<file path="src/rtl/esfa_test_sequencer.sv">
// On-chip self-test sequencer: fetches instructions from a block ROM, drives the
// ESFA write/query ports and scores query results against expected values.
module esfa_test_sequencer #(
  parameter int ADDR_W       = 8,
  parameter int IDX_W        = 8,
  parameter int VAL_W        = 8,
  parameter int SEL_W        = 8,
  parameter int ROM_LAT      = 1,
  parameter int DUT_LAT      = 1,
  parameter int FAIL_W       = 8,
  parameter bit STOP_ON_FAIL = 1'b1
) (
  input  logic                               clk,
  input  logic                               reset,
  input  logic                               start,
  input  logic [ADDR_W-1:0]                  last_addr,
  output logic [ADDR_W-1:0]                  rom_addr,
  input  logic [3+IDX_W+2*VAL_W+SEL_W-1:0]   rom_data,
  output logic                               dut_will_write,
  output logic [IDX_W-1:0]                   dut_new_index,
  output logic [VAL_W-1:0]                   dut_new_value,
  output logic [VAL_W-1:0]                   dut_metadata,
  output logic                               dut_is_metadata,
  output logic [SEL_W-1:0]                   dut_selector,
  input  logic                               dut_result_bool,
  input  logic [VAL_W-1:0]                   dut_result_value,
  output logic                               busy,
  output logic                               done,
  output logic                               pass,
  output logic [FAIL_W-1:0]                  fail_count,
  output logic [ADDR_W-1:0]                  first_fail_addr
);

  localparam int INSTR_W  = 3 + IDX_W + 2*VAL_W + SEL_W;
  localparam int IDX_LSB  = 2;
  localparam int VAL_LSB  = IDX_LSB + IDX_W;
  localparam int META_LSB = VAL_LSB + VAL_W;
  localparam int ISM_BIT  = META_LSB + VAL_W;
  localparam int SEL_LSB  = ISM_BIT + 1;

  localparam logic [2:0] S_IDLE  = 3'd0;
  localparam logic [2:0] S_FETCH = 3'd1;
  localparam logic [2:0] S_LOAD  = 3'd2;
  localparam logic [2:0] S_ISSUE = 3'd3;
  localparam logic [2:0] S_WAIT  = 3'd4;
  localparam logic [2:0] S_DONE  = 3'd5;

  localparam logic [1:0] OP_NOP   = 2'b00;
  localparam logic [1:0] OP_WRITE = 2'b01;
  localparam logic [1:0] OP_CHECK = 2'b10;
  localparam logic [1:0] OP_HALT  = 2'b11;

  function automatic logic [FAIL_W-1:0] sat_inc(input logic [FAIL_W-1:0] v);
    return (&v) ? v : v + 1'b1;
  endfunction

  logic [2:0]         state;
  logic [ADDR_W-1:0]  pc;
  logic [ADDR_W-1:0]  last_q;
  logic [15:0]        cnt;
  logic [1:0]         ir_op;

  logic [INSTR_W-1:0] instr;
  logic [1:0]         op_in;
  logic               cmp_last;
  logic               mismatch;
  logic               at_end;
  logic [FAIL_W-1:0]  fail_nx;

  assign instr    = rom_data;
  assign op_in    = instr[1:0];
  assign rom_addr = pc;

  always_comb begin
    cmp_last = (state == S_WAIT) && (cnt == 16'(DUT_LAT - 1));
    mismatch = (dut_result_bool != dut_is_metadata) || (dut_result_value != dut_metadata);
    at_end   = (pc == last_q);
    fail_nx  = (cmp_last && mismatch) ? sat_inc(fail_count) : fail_count;
  end

  always_ff @(posedge clk) begin
    if (reset) begin
      state           <= S_IDLE;
      pc              <= '0;
      last_q          <= '0;
      cnt             <= '0;
      ir_op           <= OP_NOP;
      busy            <= 1'b0;
      done            <= 1'b0;
      pass            <= 1'b0;
      fail_count      <= '0;
      first_fail_addr <= '0;
      dut_will_write  <= 1'b0;
      dut_new_index   <= '0;
      dut_new_value   <= '0;
      dut_metadata    <= '0;
      dut_is_metadata <= 1'b0;
      dut_selector    <= '0;
    end else begin
      case (state)
        S_IDLE, S_DONE: begin
          if (start) begin
            pc              <= '0;
            last_q          <= last_addr;
            cnt             <= '0;
            fail_count      <= '0;
            first_fail_addr <= '0;
            done            <= 1'b0;
            pass            <= 1'b0;
            busy            <= 1'b1;
            state           <= S_FETCH;
          end
        end
        // rom_addr is held on pc until the ROM pipeline has produced the word
        S_FETCH: begin
          if (cnt == 16'(ROM_LAT - 1)) begin
            cnt   <= '0;
            state <= S_LOAD;
          end else begin
            cnt <= cnt + 16'd1;
          end
        end
        S_LOAD: begin
          ir_op <= op_in;
          if (op_in == OP_HALT) begin
            state <= S_DONE;
            busy  <= 1'b0;
            done  <= 1'b1;
            pass  <= (fail_nx == '0);
          end else begin
            dut_new_index   <= instr[IDX_LSB +: IDX_W];
            dut_new_value   <= instr[VAL_LSB +: VAL_W];
            dut_metadata    <= instr[META_LSB +: VAL_W];
            dut_is_metadata <= instr[ISM_BIT];
            dut_selector    <= instr[SEL_LSB +: SEL_W];
            dut_will_write  <= (op_in == OP_WRITE);
            state           <= S_ISSUE;
          end
        end
        S_ISSUE: begin
          dut_will_write <= 1'b0;
          if (ir_op == OP_CHECK) begin
            cnt   <= '0;
            state <= S_WAIT;
          end else if (at_end) begin
            state <= S_DONE;
            busy  <= 1'b0;
            done  <= 1'b1;
            pass  <= (fail_nx == '0);
          end else begin
            pc    <= pc + 1'b1;
            state <= S_FETCH;
          end
        end
        // Result is scored only on the final wait cycle, DUT_LAT after issue
        S_WAIT: begin
          if (cmp_last) begin
            cnt        <= '0;
            fail_count <= fail_nx;
            if (mismatch && (fail_count == '0))
              first_fail_addr <= pc;
            if ((mismatch && STOP_ON_FAIL) || at_end) begin
              state <= S_DONE;
              busy  <= 1'b0;
              done  <= 1'b1;
              pass  <= (fail_nx == '0);
            end else begin
              pc    <= pc + 1'b1;
              state <= S_FETCH;
            end
          end else begin
            cnt <= cnt + 16'd1;
          end
        end
        default: state <= S_IDLE;
      endcase
    end
  end

endmodule
</file>
<file path="config.mk">
export PLATFORM = sky130hd
export DESIGN_NAME = esfa_test_sequencer
export DESIGN_NICKNAME = d
export VERILOG_FILES = /design/src/rtl/esfa_test_sequencer.sv
export SDC_FILE = /design/constraint.sdc
export NUM_CORES = 1
export LEC_CHECK = 0
export BUFFER_PORTS_ARGS = -buffer_cell sky130_fd_sc_hd__buf_2
export CORE_MARGIN = 2
export CORE_UTILIZATION = 50
export CTS_BUF_LIST = sky130_fd_sc_hd__clkbuf_4
export CTS_CLUSTER_SIZE = 8
export DETAILED_ROUTE_END_ITERATION = 10
export GPL_TIMING_DRIVEN = 0
export PLACE_DENSITY_LB_ADDON = 0.05
export SETUP_SLACK_MARGIN = 0.4
export SYNTH_ARGS = -nofsm -noshare
export SYNTH_HDL_FRONTEND = slang
export SYNTH_SLANG_ARGS = --single-unit
</file>
<file path="constraint.sdc">
create_clock -name clk -period 3.9 [get_ports clk]
set_input_delay 0.78 -clock clk [delete_from_list [all_inputs] [get_ports clk]]
set_output_delay 0.78 -clock clk [all_outputs]
set_load 0.05 [all_outputs]
</file>
-- After elaboration in Yosys (flattened, before gate mapping)
Cells that the tools add are included.
- word-level logic and storage cells: 116
- bits of input ports: 55
- output and inout bits: 61
- register bits after elaboration: 90
- reduce and logical (&&, ||, !) cells: 25
- bitwise operators: 1
- eq/ne operators: 23
- $add $sub $neg: 3
- mux-type cells: 48
- operators with widths (kind ; count):
    8-bit 2-to-1 mux ; 10
    16-bit 2-to-1 mux ; 4
    16-bit one-hot mux with 4 select lines ; 1
    8-bit one-hot mux with 2 select lines ; 2
    8-bit one-hot mux with 3 select lines ; 1
    3-bit 2-to-1 mux ; 7
    2-bit inequality test (second input constant) ; 10
    1-bit 2-to-1 mux ; 18
    16-bit by 1-bit adder with 16-bit output (second input constant) ; 1
    8-bit by 1-bit adder with 8-bit output (second input constant) ; 2
    16-bit zero test ; 1
    8-bit zero test ; 2
    3-bit one-hot mux with 5 select lines ; 1
    1-bit one-hot mux with 4 select lines ; 3
    3-bit AND reduction ; 3
    8-bit == test ; 1
    8-bit inequality test ; 1
    8-bit AND reduction ; 1
    4-bit nonzero test ; 2
    7-bit AND reduction ; 1
    3-bit by 2-bit == test with 1-bit output (second input constant) ; 2
    3-bit == test (second input constant) ; 2
    2-bit AND reduction ; 3
    6-bit AND reduction ; 1
    14 further kinds ; 20

-- Longest topological paths before layout
- word-level depth: 8
- gate-level depth with buffers: 9
- depth with buffers taken out: 8

-- Least setup slack after synthesis
OpenSTA, ideal clock, no wires.
- path type: input-to-reg
- start point: input port dut_result_bool
- end point: register pc[1], in the netlist rom_addr[1]
- library setup time: 0.070 ns
- stages on the path: 7
- setup slack: 1.393 ns
- arrival time: 2.437 ns
- cells stage by stage: xor2_1 -> nor4_4 -> nand3_4 -> o21a_1 -> buf_6 -> or4_1 -> a21oi_1
- longest elaborated chain between the ends: 5
- ends and longest elaborated chain (item ; line ; text):
    from (decl) ; 25 ; input logic dut_result_bool,
    1-bit inequality test ; 76 ; mismatch = (dut_result_bool != dut_is_metadata) || (dut_result_value != dut_metadata);
    1-bit logical OR ; 76 ;
    1-bit logical OR ; 162 ; if ((mismatch && STOP_ON_FAIL) || at_end) begin
    2-bit inequality test (no line) ; - ;
    6-bit AND reduction (no line) ; - ;
    to (signal assigned) ; 151 ; pc <= pc + 1'b1;
    to (signal assigned) ; 168 ; pc <= pc + 1'b1;
    to (decl) ; 58 ; logic [ADDR_W-1:0] pc;
Every way passes these cells.
A chain may end at the register's enable or synchronous reset.

-- Worst setup path in the final report
- start point: register cnt[0]
- end point: register first_fail_addr[4]
- longest elaborated chain between the ends: 4
- ends and longest elaborated chain (item ; line ; text):
    from (decl) ; 60 ; logic [15:0] cnt;
    from (signal assigned) ; 120 ; cnt <= cnt + 16'd1;
    from (signal assigned) ; 172 ; cnt <= cnt + 16'd1;
    16-bit zero test ; 75 ; cmp_last = (state == S_WAIT) && (cnt == 16'(DUT_LAT - 1));
    1-bit logical AND ; 75 ;
    2-bit inequality test (no line) ; - ;
    4-bit AND reduction (no line) ; - ;
    to (signal assigned) ; 161 ; first_fail_addr <= pc;
    to (decl) ; 31 ; output logic [ADDR_W-1:0] first_fail_addr
Every way passes these cells.

==> flow_metrics.tcl <==
set metrics [dict create \
    status "completed" \
    r2r-start "cnt[0]" \
    slowest_stage "nor3_1" \
    clk_path_buf_depth 2 \
    die-area_sq_um 9330 \
    p_leak_nw 2.08 \
    clk_pin_slew_ns 0.15 \
    hold_viol_final 0 \
    netlist.area_leader.share_pct 42.0 \
    setup_viol 0 \
    synth.most_common_cell "nand2_1" \
    fp.dieW_um 96.6 \
    pwr-share-comb_pct 37.8 \
    synth_common_cells "102 x nand2_1, 90 x dfxtp_1, 59 x a21oi_1, 48 x nor2_1, 22 x clkbuf_1" \
    postCtsSetupBuffers 0 \
    irDropWorstVdd_uv 218 \
    grt_max_degree 17 \
    syn_area_per_cell_sq_um 7.98 \
    synth_edf_count 0 \
    slew_violations 0 \
    initial_core_util_pct 51.9 \
    cts_buffers 9 \
    fin_crit_sh_pct 68.9 \
    cts_num_sinks 90 \
    crit_arrival_ns 3.07 \
    p_switching_w 0.00106 \
    yosys_warnings 0 \
    relSlewSlack_pct 43.7 \
    rows 33 \
    area_delta_synth_final_pct 19.3 \
    async_flop_share_pct 0 \
    ys_types 56 \
    die_h_um 96.6 \
    power_frac_seq_pct 43.2 \
    drive_gt1_share_pct 21.7 \
    routed_wl_mm 10.9 \
    reg2reg_depth 9 \
    r2r_end "first_fail_addr[4]" \
    drtIter0Drc 235 \
    core_sq_um 8260 \
    layout.nets 723 \
    path_max_fanout 8 \
    dp_hpwl_mm 8.15 \
    cp_data_required_time_ns 4.28 \
    critical_path_buf_inv_count 2 \
    crit_path_cell_trace "inv_1 > ha_1 > nor4b_1 > nand4_1 > nand2b_1 > clkbuf_1 > nor3_1 > a22oi_1 > nor2_1" \
    antenna_found_initial 0 \
    cts_root_buf "clkbuf_4" \
    timing.fmax_mhz 372 \
    synth.net_count 597 \
    grt-ovfl-total 0 \
    num_antenna_cells 0 \
    track_usage_pct 24.2 \
    grt_first_pass_wirelength_mm 17.8 \
    critPathCaptureType "register" \
    drt-vias-per-instance 5.42 \
    grt_pass1_vias 3956 \
    worstHoldStart "done" \
    hold_buffers 0 \
    io_buffers 115 \
    pwr-share-clk_pct 19.0 \
    p_total_w 0.00248 \
    synthTopCellsByArea "dfxtp_1 42%, nand2_1 8.9%, a21oi_1 6.9%" \
    clock_latency_ns 0.44 \
    firstDrtPassIters 5 \
    skew_ns 0.0182 \
    tritoncts "done" \
    fin_setup_tns_ns 0 \
    switching_share_pct 42.6 \
    num-fill-cells 812 \
    drc 0 \
    critPathTopFamily "simple AND/OR/NAND/NOR gates" \
    cts_max_level 3 \
    wl_per_cell_um 14.1 \
    synth_cells 537 \
    cap_violations 0 \
    cpPeakStageDelay_ns 0.69 \
    regToRegSetupSlack_ns 1.21 \
    yosysTopAreaCell "dfxtp_1" \
    min_path_cells 2 \
    ant_nets 0 \
    ys_ff_latch 90 \
    power.density_nw_per_um2 484 \
    netlist_area_sq_um 4290 \
    period_needed_ns 2.69 \
    place_congestion 0.889 \
    synth_flop_cell "dfxtp_1" \
    ctsResizeCount 0 \
    yosysSeqAreaShare_pct 42.0 \
    holdCritPathClass "register to register" \
    internal-power_w 0.00142 \
    design.portCount 116 \
    vias 4191 \
    critical_path_class "register to register" \
    worst_setup_path_start_kind "register" \
    whs_endpoint "done" \
    worst_pin_slew_ns 0.840 \
    grt_setup_unrepaired "no" \
]
## state kept, by name, indices dropped and copies added (netlist names)
register         cells
dut_new_value        8
state                3
last_q               8
fail_count           8
pass                 1
dut_is_metadata      1
done                 1
ir_op                2
dut_will_write       1
rom_addr             8
busy                 1
dut_metadata         8
dut_new_index        8
first_fail_addr      8
dut_selector         8
cnt                 16
## how the worst max path moves through the flow
| stage | start | endpoint | slack, ns | depth (start not counted) |
|---|---|---|---|---|
| 5_1_grt | cnt[1] | first_fail_addr[4] | 1.04 | 9 |
| 4_1_cts | cnt[0] | first_fail_addr[4] | 1.23 | 9 |
| 2_1_floorplan | dut_result_bool | rom_addr[1] | 1.39 | 7 |
| 3_5_place_dp | dut_result_bool | first_fail_addr[7] | 1.09 | 7 |
| 3_3_place_gp | dut_result_bool | rom_addr[1] | 1.11 | 8 |
| 6_report | cnt[0] | first_fail_addr[4] | 1.21 | 9 |
## cells by family (layout without fill, tap and decap cells)
logic type	count (synthesis)	count (layout)	share of synthesized area, %
XOR/XNOR	33	33	6.74
multiplexers	10	10	2.34
adder cells (fa/ha/maj)	5	5	1.46
buffers and inverters	41	172	3.85
AO/OA/AOI/OAI	118	118	16.8
AND/OR/NAND/NOR	240	240	26.8
flip-flops	90	90	42.0
## cell type report
cell class,instances,area [sq um],share of cell area (%)
Multi-Input combinational cell,406,2320,45.4
Sequential cell,90,1800,35.2
Timing Repair Buffer,115,576,11.3
Tap cell,105,131,2.57
Buffer,27,113,2.20
Clock buffer,9,67.6,1.32
Inverter,14,52.6,1.03
Clock inverter,7,51.3,1.00
## through the flow
step                      setup WS [ns]  std cells  hold WS, ns  area [sq um]  util, %
final                              1.21        773        0.462          5110     61.9
after global routing               1.04        773        0.486          5110     61.9
after CTS                          1.23        773        0.460          5110     61.9
after detailed placement           1.09        757        0.440          4990     60.5
after global placement             1.11        757        0.439          4990     60.5
after floorplan                    1.39        537        0.449          4290        -
## worst min-delay path, delay by kind of cell (launching register included)
kind | cells | cell delay, ns
DFF | 1 | 0.34
buffers and inverters | 1 | 0.05
AOI/OAI and AO/OA | 1 | 0.05
## metal layers
metal  track usage (%)  share of wire, %  up-vias
met3              5.59               7.6       15
met5                 0                 0        -
li1                  -                 -     2120
met1              31.7                46     1909
met2              39.1                45      147
met4              8.92               1.4        0
## power groups by stage
stage / logic, W / registers [W] / clock network, W
final: 0.000937 / 0.00107 / 0.000469
after global routing: 0.00103 / 0.00108 / 0.000515
after CTS: 0.000936 / 0.00107 / 0.000482
after detailed placement: 0.000933 / 0.00109 / 0
after global placement: 0.000916 / 0.00109 / 0
after floorplan: 0.000544 / 0.00123 / 0
## cell usage in the layout, fill, tap and decap left out, types with 3 or more instances in the layout
master / n
dfxtp_1: 90
o21a_1: 3
xor2_1: 18
inv_6: 3
nor2b_1: 4
nor4_1: 9
inv_1: 14
nand4_1: 13
and3_1: 6
ha_1: 5
nand2b_1: 5
or3_1: 7
and2_1: 4
buf_2: 118
a211oi_1: 5
a21oi_1: 59
nand3_1: 16
clkbuf_4: 9
a22oi_1: 7
clkbuf_1: 22
o211ai_1: 3
o21ai_0: 20
mux2i_1: 10
nand2_1: 102
xnor2_1: 15
nor2_1: 48
nor3_1: 10
(Power assumes the default switching activity.)
